File: src/rtl/queue64_pkg.sv
// Shared sizing constants for the 64-entry first-word-fall-through queue.
//   QDEPTH : number of RAM words
//   QAW    : RAM address width (pointer width)
//   QCW    : occupancy counter width (must hold 0..QDEPTH)
package queue64_pkg;

  localparam int QDEPTH = 64;
  localparam int QAW    = 6;
  localparam int QCW    = 7;

endpackage : queue64_pkg

File: src/rtl/dpram64.sv
// 64x1 distributed dual-port RAM: synchronous write port, asynchronous read
// port on a separate address. One instance stores one bit of the queue word.
//   clk  : write clock
//   we   : write enable
//   a    : write address
//   d    : write data bit
//   dpra : read address
//   dpo  : asynchronous read data bit, RAM[dpra]
module dpram64 (
  input  logic       clk,
  input  logic       we,
  input  logic [5:0] a,
  input  logic       d,
  input  logic [5:0] dpra,
  output logic       dpo
);

  logic mem [0:63];

  // NOTE: storage has no reset; the controller never reads a word before it
  // has been written, and a reset port would stop this mapping onto LUT RAM.
  always_ff @(posedge clk) begin
    if (we) mem[a] <= d;
  end

  assign dpo = mem[dpra];

endmodule : dpram64

File: src/rtl/queue64_ctl.sv
// Control path of the 64-entry FWFT queue: RAM pointers, RAM occupancy,
// output-register valid flag, total count, full/empty flags and sticky error.
//   CLK, Reset : clock, asynchronous active-high reset
//   wr_en      : enqueue request (accepted when not full)
//   rd_en      : dequeue request (accepted when the output register is valid)
//   wa, ra, we : RAM write address, read address, write enable
//   load       : capture RAM[ra] into the output register at this edge
//   full       : registered, count == 64
//   empty      : registered, output register holds no word
//   count      : words held in RAM plus output register
//   err        : sticky, write while full or read while empty
module queue64_ctl
  import queue64_pkg::*;
(
  input  logic           CLK,
  input  logic           Reset,
  input  logic           wr_en,
  input  logic           rd_en,
  output logic [QAW-1:0] wa,
  output logic [QAW-1:0] ra,
  output logic           we,
  output logic           load,
  output logic           full,
  output logic           empty,
  output logic [QCW-1:0] count,
  output logic           err
);

  logic [QAW-1:0] wp, rp;
  logic [QCW-1:0] rc, rc_next, count_next;
  logic           ov, ov_next, rd_acc;

  assign wa = wp;
  assign ra = rp;

  // NOTE: every output of this block gets a default first, so no path can
  // leave a signal unassigned and infer a latch.
  always_comb begin
    we         = 1'b0;
    rd_acc     = 1'b0;
    load       = 1'b0;
    ov_next    = ov;
    rc_next    = rc;
    count_next = count;

    we     = wr_en & ~full;
    rd_acc = rd_en & ov;
    // Refill the output register when it is free or being drained this edge.
    load   = (rc != '0) & (~ov | rd_acc);

    if (load)        ov_next = 1'b1;
    else if (rd_acc) ov_next = 1'b0;

    rc_next    = rc + QCW'(we) - QCW'(load);
    count_next = count + QCW'(we) - QCW'(rd_acc);
  end

  // NOTE: state registers use non-blocking assignments so every flop samples
  // pre-edge values regardless of statement order.
  always_ff @(posedge CLK or posedge Reset) begin
    if (Reset) begin
      wp    <= '0;
      rp    <= '0;
      rc    <= '0;
      ov    <= 1'b0;
      count <= '0;
      full  <= 1'b0;
      empty <= 1'b1;
      err   <= 1'b0;
    end else begin
      if (we)   wp <= wp + QAW'(1);
      if (load) rp <= rp + QAW'(1);
      rc    <= rc_next;
      ov    <= ov_next;
      count <= count_next;
      full  <= (count_next == QCW'(QDEPTH));
      empty <= ~ov_next;
      err   <= err | (wr_en & full) | (rd_en & ~ov);
    end
  end

endmodule : queue64_ctl

File: src/rtl/queue64_fwft.sv
// 64-entry first-word-fall-through queue. Storage is WIDTH slices of dpram64;
// the head word sits in a registered output stage.
//   CLK, Reset : clock, asynchronous active-high reset
//   wr_data    : word to enqueue;  wr_en : enqueue request
//   rd_en      : dequeue request;  rd_data : head word, valid when !empty
//   full, empty, count, err : registered status (see queue64_ctl)
module queue64_fwft
  import queue64_pkg::*;
#(
  parameter int WIDTH = 32
) (
  input  logic             CLK,
  input  logic             Reset,
  input  logic [WIDTH-1:0] wr_data,
  input  logic             wr_en,
  output logic             full,
  input  logic             rd_en,
  output logic [WIDTH-1:0] rd_data,
  output logic             empty,
  output logic [QCW-1:0]   count,
  output logic             err
);

  logic [QAW-1:0]   wa, ra;
  logic             we, load;
  logic [WIDTH-1:0] dpo;

  queue64_ctl u_ctl (
    .CLK   (CLK),
    .Reset (Reset),
    .wr_en (wr_en),
    .rd_en (rd_en),
    .wa    (wa),
    .ra    (ra),
    .we    (we),
    .load  (load),
    .full  (full),
    .empty (empty),
    .count (count),
    .err   (err)
  );

  for (genvar i = 0; i < WIDTH; i++) begin : g_slice
    dpram64 u_ram (
      .clk  (CLK),
      .we   (we),
      .a    (wa),
      .d    (wr_data[i]),
      .dpra (ra),
      .dpo  (dpo[i])
    );
  end

  // Head-of-queue register; holds its last word once the queue drains.
  always_ff @(posedge CLK or posedge Reset) begin
    if (Reset)     rd_data <= '0;
    else if (load) rd_data <= dpo;
  end

endmodule : queue64_fwft

File: config.mk
export PLATFORM = sky130hd
export DESIGN_NAME = queue64_fwft
export DESIGN_NICKNAME = d
export VERILOG_FILES = /design/src/rtl/queue64_pkg.sv /design/src/rtl/dpram64.sv /design/src/rtl/queue64_ctl.sv /design/src/rtl/queue64_fwft.sv
export SDC_FILE = /design/constraint.sdc
export NUM_CORES = 2
export LEC_CHECK = 0
export BUFFER_PORTS_ARGS = -buffer_cell sky130_fd_sc_hd__clkbuf_2
export CAP_MARGIN = 20
export CORE_ASPECT_RATIO = 1.5
export CORE_MARGIN = 2
export CORE_UTILIZATION = 50
export DETAILED_ROUTE_END_ITERATION = 10
export HOLD_SLACK_MARGIN = 0.03
export PLACE_DENSITY = 0.68
export SYNTH_ARGS = -nofsm -noshare
export SYNTH_HDL_FRONTEND = slang
export SYNTH_SLANG_ARGS = --single-unit
export TNS_END_PERCENT = 50
File: constraint.sdc
create_clock -name CLK -period 3.16 [get_ports CLK]
set_input_delay 0.316 -clock CLK [delete_from_list [all_inputs] [get_ports CLK]]
set_output_delay 0.316 -clock CLK [all_outputs]
set_load 0.01 [all_outputs]
Word-level counts from Yosys, hierarchy flattened
Memory sizes are Yosys's and may differ from the RTL's. A register that Yosys moved wholly into a read port is not among the register bits.
Index checks and enable logic that the tools add are counted.
{ "word_totals": {"mem_count": 32, "register_bits": 30, "ramBits": 2048, "wordCells": 63, "out_inout_bits": 42, "input_bits": 36} }
{ "op_classes": {"n_mux": 4, "n_eq_ne": 1, "reduce_logical": 1, "n_bitwise": 11, "add_sub_neg": 6} }
{ "mem_list": {"columns": ["name", "depth", "width", "read_ports", "rd_ports_with_merged_regs", "wr", "line", "rtl"], "rows": [
  ["g_slice[0].u_ram.mem", 64, 1, 1, 1, 1, "dpram64.sv:18", "logic mem [0:63];"],
  ["g_slice[10].u_ram.mem", 64, 1, 1, 1, 1, "dpram64.sv:18", null],
  ["g_slice[11].u_ram.mem", 64, 1, 1, 1, 1, "dpram64.sv:18", null],
  ["g_slice[12].u_ram.mem", 64, 1, 1, 1, 1, "dpram64.sv:18", null],
  ["g_slice[13].u_ram.mem", 64, 1, 1, 1, 1, "dpram64.sv:18", null],
  ["g_slice[14].u_ram.mem", 64, 1, 1, 1, 1, "dpram64.sv:18", null],
  ["+26 memories", null, null, null, null, null, null, null]
]} }
{ "op_table": {"columns": ["op", "count"], "rows": [
  ["7-bit by 1-bit adder with 7-bit output", 2],
  ["7-bit by 1-bit subtractor with 7-bit output", 2],
  ["6-bit by 1-bit adder with 6-bit output (second input constant)", 2],
  ["7-bit == test (second input constant)", 1],
  ["7-bit nonzero test", 1],
  ["1-bit AND", 5],
  ["1-bit two-way mux", 4],
  ["1-bit NOT", 3],
  ["1-bit OR", 3]
]} }

Logic depth before layout (Yosys ltp)
{ "logic_depth": {"ltp_word": 5, "ltp_mapped": 17, "ltp_nobuf": 15} }

Cells and area by module
From an unflattened synthesis, not the netlist that was laid out.
{ "unflattened": {"cells_unflattened": 6706, "hier_area_um2": 95539.1} }
{ "modules_own_cells": {"columns": ["mod", "area_per_inst_um2", "instances", "cells_per_inst", "seq_area_each_um2"], "rows": [
  ["dpram64", 2894.0, 32, 203, 1921.8],
  ["queue64_ctl", 1581.5, 1, 141, 752.0],
  ["queue64_fwft", 1348.8, 1, 69, 800.8]
]} }

Least setup slack after synthesis
Ideal clock, no wire load.
{ "synth_timing": {"path_kind": "flip-flop to flip-flop", "from": "register u_ctl.rc[5]", "to": "register u_ctl.rc[6]", "path_buffers": 2, "setup_time_ps": 80, "slack_ps": 32, "stages_incl_launch_ff": 18, "synth_period_minus_slack_ps": 3128, "t_arrival_ps": 3048, "required_ps": 3080, "path_cell_list": "dfrtp_1 > inv_1 > ha_1 > nand2b_1 > o31ai_2 > inv_1 > clkbuf_1 > buf_1 > ha_1 > inv_1 > ha_1 > fa_1 > a21oi_1 > nor2_1 > o21ai_0 > a21oi_1 > nor2_1 > xnor2_1"} }
{ "synth_via": {"elab_chain_len": 3, "elab_cells_between_ends": 4} }
{ "synth_lines": {"columns": ["element", "line", "rtl"], "rows": [
  ["start: declaration", "queue64_ctl.sv:30", "logic [QCW-1:0] rc, rc_next, count_next;"],
  ["start signal: assignment", "queue64_ctl.sv:73", "rc <= rc_next;"],
  ["7-bit nonzero test", "queue64_ctl.sv:49", "load = (rc != '0) & (~ov | rd_acc);"],
  ["1-bit AND", "queue64_ctl.sv:49", null],
  ["net load", "queue64_fwft.sv:25", "logic we, load;"],
  ["7-bit by 1-bit subtractor with 7-bit output", "queue64_ctl.sv:54", "rc_next = rc + QCW'(we) - QCW'(load);"],
  ["net u_ctl.rc_next[6]", "queue64_ctl.sv:30", null]
]} }
The timed path passes the listed nets, and every way through them passes these cells.
A chain may end at the register's enable or synchronous reset.

==> impl_metrics.env <==
export IMPL_ys_async_sr_fraction_pct=2.94
export IMPL_crit_fanout=22
export IMPL_dp_hpwl_um=131000
export IMPL_cts_made_buffers=183
export IMPL_cp_required_ns=3.91
export IMPL_drcViolationCount=0
export IMPL_wire_per_inst_um=33.5
export IMPL_holdPathStages=1
export IMPL_synth_compound_area_share_pct=3.47
export IMPL_first_global_vias=42021
export IMPL_vias_per_cell=6.40
export IMPL_ir_worst_vdd_mv=0.758
export IMPL_yosysWarnings=0
export IMPL_grt_first_pass_wirelength_um=308000
export IMPL_period_share_pct=98.0
export IMPL_synth_top_family_by_area="multiplexers"
export IMPL_hold_viol=0
export IMPL_clockRootBuffer="clkbuf_16"
export IMPL_wl_met2_um=113000
export IMPL_ys_flop_type="edfxtp_1"
export IMPL_syn2layout_area_growth_pct=14.2
export IMPL_slew_viol_final=0
export IMPL_initial_core_util_pct=50.3
export IMPL_fillCellCount=11756
export IMPL_syn_inst=3885
export IMPL_holdPathEnd="g_slice[5].u_ram.mem[3]"
export IMPL_place_congestion=0.843
export IMPL_synth_mux_area_share_pct=15.0
export IMPL_min_path_type="in2reg"
export IMPL_dp_cells=6188
export IMPL_avgSynthCellArea_um2=21.0
export IMPL_worstSkewPairLatency_ns=0.84
export IMPL_antenna_left=0
export IMPL_grt_max_degree=73
export IMPL_finalCriticalPeriod_ns=3.10
export IMPL_top_layer_used="met5"
export IMPL_wl_um=219000
export IMPL_ys_ff_latch=2110
export IMPL_die_h_um=499
export IMPL_worstSetupPathType="reg2reg"
export IMPL_synth_simple_gate_area_share_pct=1.83
export IMPL_synthXorXnorAreaFrac_pct=0.204
export IMPL_cp_data_arrival_time_ns=3.85
export IMPL_max_slew_margin_rel_pct=23.2
export IMPL_core_area_um2=162000
export IMPL_io_buffer_count=77
export IMPL_maxCapViolations=0
export IMPL_startpoint_type="flip-flop"
export IMPL_p_per_area_nw_per_um2=856
export IMPL_fin_util_pct=57.5
export IMPL_crit_top_cell="buf_4"
export IMPL_skew_ns=0.0309
export IMPL_worstHoldStart="wr_data[5]"
export IMPL_worst_r2r_endpoint="rd_data[11]"
export IMPL_finalSetupTns_ns=0
export IMPL_fmax_mhz=323
export IMPL_crit_reg2reg_launch="u_ctl.ra[3]"
export IMPL_num_io_pins=78
export IMPL_cts_max_level=4
export IMPL_overflow=0
export IMPL_worst_path_max_delay_cell="a221oi_1"
export IMPL_synth_nets=3941
export IMPL_final_cells=6543
export IMPL_wl_met3_um=16900
export IMPL_grtUsageTotal_pct=26.3
export IMPL_rsz0062_at_grt="false"
export IMPL_cts_sinks=2110
export IMPL_setup_viol=0
export IMPL_r2r_slack_ns=0.06
export IMPL_synth_cell_types=70
export IMPL_synth_edf_count=2048
export IMPL_wl_met1_um=77300
export IMPL_r2r_cells=7
export IMPL_synthAdderAreaFrac_pct=0.325
export IMPL_num_rows=181
export IMPL_cp_end_kind="flip-flop"
export IMPL_crit_family="compound AO/OA/AOI/OAI gates"
export IMPL_crit_chain="nand3_4 -> buf_4 -> buf_4 -> o221ai_1 -> a21oi_1 -> a221oi_1 -> a221o_1"
export IMPL_synth_area_um2=81600
export IMPL_clockBufferDepth=3
export IMPL_outcome="finished clean"
export IMPL_vias=41863
export IMPL_drt_iter0_drc=4927
export IMPL_slowest_delay_ns=0.83
export IMPL_firstDrtPassIters=6
export IMPL_nNetsFinal=4337
export IMPL_die_w_um=334
export IMPL_leakage_nw=30.3
export IMPL_cts_tree="done"
export IMPL_antenna_found_initial=10
export IMPL_hold_slack_ns=0.0818
export IMPL_cts_clk_slew_worst_paths_ns=0.07
export IMPL_ys_seq_area_share_pct=77.2
export IMPL_cp_buffers_inverters=2
export IMPL_dieArea_um2=167000
export IMPL_drive_gt1_share_pct=25.9
export IMPL_worst_slew_pin_slew_ns=1.15
cell usage in the layout (no fill, tap or decap), types with 22 or more instances in the layout:
cell	n
buf_4	254
a221oi_1	27
nor3_1	32
buf_12	82
nand3_1	27
a211oi_1	32
o22ai_1	90
edfxtp_1	2048
mux2_2	22
mux4_2	370
nor2_4	65
clkbuf_1	37
nor2_1	49
inv_1	23
clkinv_1	42
o21ai_0	69
mux2i_1	368
clkbuf_2	77
a22oi_1	35
dfrtp_1	56
clkbuf_16	186
nand2_1	106
a21oi_1	42
o221ai_1	26
clkinv_2	31
cell usage after synthesis, types with 3 or more instances:
master	count	area, µm²
nand3b_1	4	30.0
a221o_1	10	100
xor2_1	4	35.0
buf_4	47	353
o311ai_1	4	35.0
o22ai_1	90	563
mux4_2	370	8330
or3b_2	3	26.3
ha_1	18	225
a22oi_1	35	263
o211ai_1	10	75.1
buf_6	45	507
o21ai_0	69	345
o311ai_0	3	26.3
dfrtp_1	61	1530
nand2b_1	9	56.3
a21oi_1	42	210
a221oi_1	27	236
nor2b_1	19	119
edfxtp_1	2048	61500
nand2_1	106	398
and2_1	9	56.3
nand3_1	27	135
buf_2	49	245
a41oi_1	3	26.3
a31oi_1	6	37.5
mux2_2	22	248
nor3_1	32	160
a22o_1	8	70.1
a32o_1	3	30.0
or3_1	3	18.8
o21a_1	5	37.5
o2111ai_1	3	26.3
xnor2_1	15	131
buf_1	13	48.8
nor2_1	114	428
a211oi_1	32	240
inv_1	24	90.1
clkbuf_1	49	184
a2111oi_0	10	87.6
mux2i_1	368	3680
o221ai_1	26	228
buf_8	6	90.1
area by class of cell:
class / count / area (µm²) / area share, %
inverter: 26 / 98.8 / 0.106
sequential: 2110 / 63100 / 67.7
clock inverter: 109 / 966 / 1.04
tap: 2104 / 2630 / 2.82
clock buffer: 227 / 4850 / 5.20
timing repair buffer: 422 / 4040 / 4.34
antenna: 7 / 17.5 / 0.0188
multi-input combinational: 1538 / 17500 / 18.8
cell families (layout without fill, tap and decap cells):
family | after synthesis | count (layout)
XOR/XNOR | 19 | 19
AO/OA/AOI/OAI | 404 | 404
buffers and inverters | 237 | 784
flip-flops | 2110 | 2110
AND/OR/NAND/NOR | 335 | 335
multiplexers | 760 | 760
other | 0 | 7
adder cells (fa/ha/maj) | 20 | 20
flip-flops by register name (all words and copies together), names as in the netlist:
signal	count
u_ctl.rc	7
u_ctl.count	7
u_ctl.err	1
u_ctl.full	1
g_slice.u_ram.mem	2048
u_ctl.ra	6
u_ctl.ov	1
rd_data	32
u_ctl.empty	1
u_ctl.wa	6
how the worst max path moves through the flow:
stage	end	startpoint	slack, ns	cells after the start
after CTS	rd_data[19]	u_ctl.ra[1]	0.12	7
final	rd_data[11]	u_ctl.ra[3]	0.06	7
after global placement	rd_data[11]	u_ctl.ra[3]	0.18	7
after global routing	u_ctl.full	u_ctl.full	0.01	13
after floorplan	u_ctl.rc[6]	u_ctl.rc[5]	0.03	17
after detailed placement	rd_data[19]	u_ctl.ra[1]	0.16	7
metal layers:
metal | vias up | track usage, %
li1 | 16944 | -
met3 | 472 | 4.06
met1 | 22212 | 32.5
met4 | 2 | 12.5
met2 | 2233 | 45.6
met5 | - | 0
what timing repair did:
| item | in CTS | in global routing |
|---|---|---|
| setup buffers | 0 | 0 |
| gates resized for setup | 0 | 1 |
| hold buffers | 7 | 1 |
| setup endpoints to repair | 0 | 1 |
| hold endpoints to repair | 102 | 8 |
power by group:
part           switching [mW]  internal, mW  total (mW)
clock network            9.95          12.1        22.1
logic                    14.1          10.4        24.6
registers                1.14          32.0        33.2
total                    25.2          54.6        79.8
metrics by stage:
stage / setup slack (ns) / total power, mW / instance area, µm²
2_1_floorplan: 0.0320 / 48.6 / 81600
3_3_place_gp: 0.179 / 58.0 / 87200
3_5_place_dp: 0.156 / 58.2 / 87200
4_1_cts: 0.115 / 80.0 / 93100
5_1_grt: 0.0141 / 82.1 / 93200
6_report: 0.0632 / 79.8 / 93200
Power figures use the tool's default switching activity.
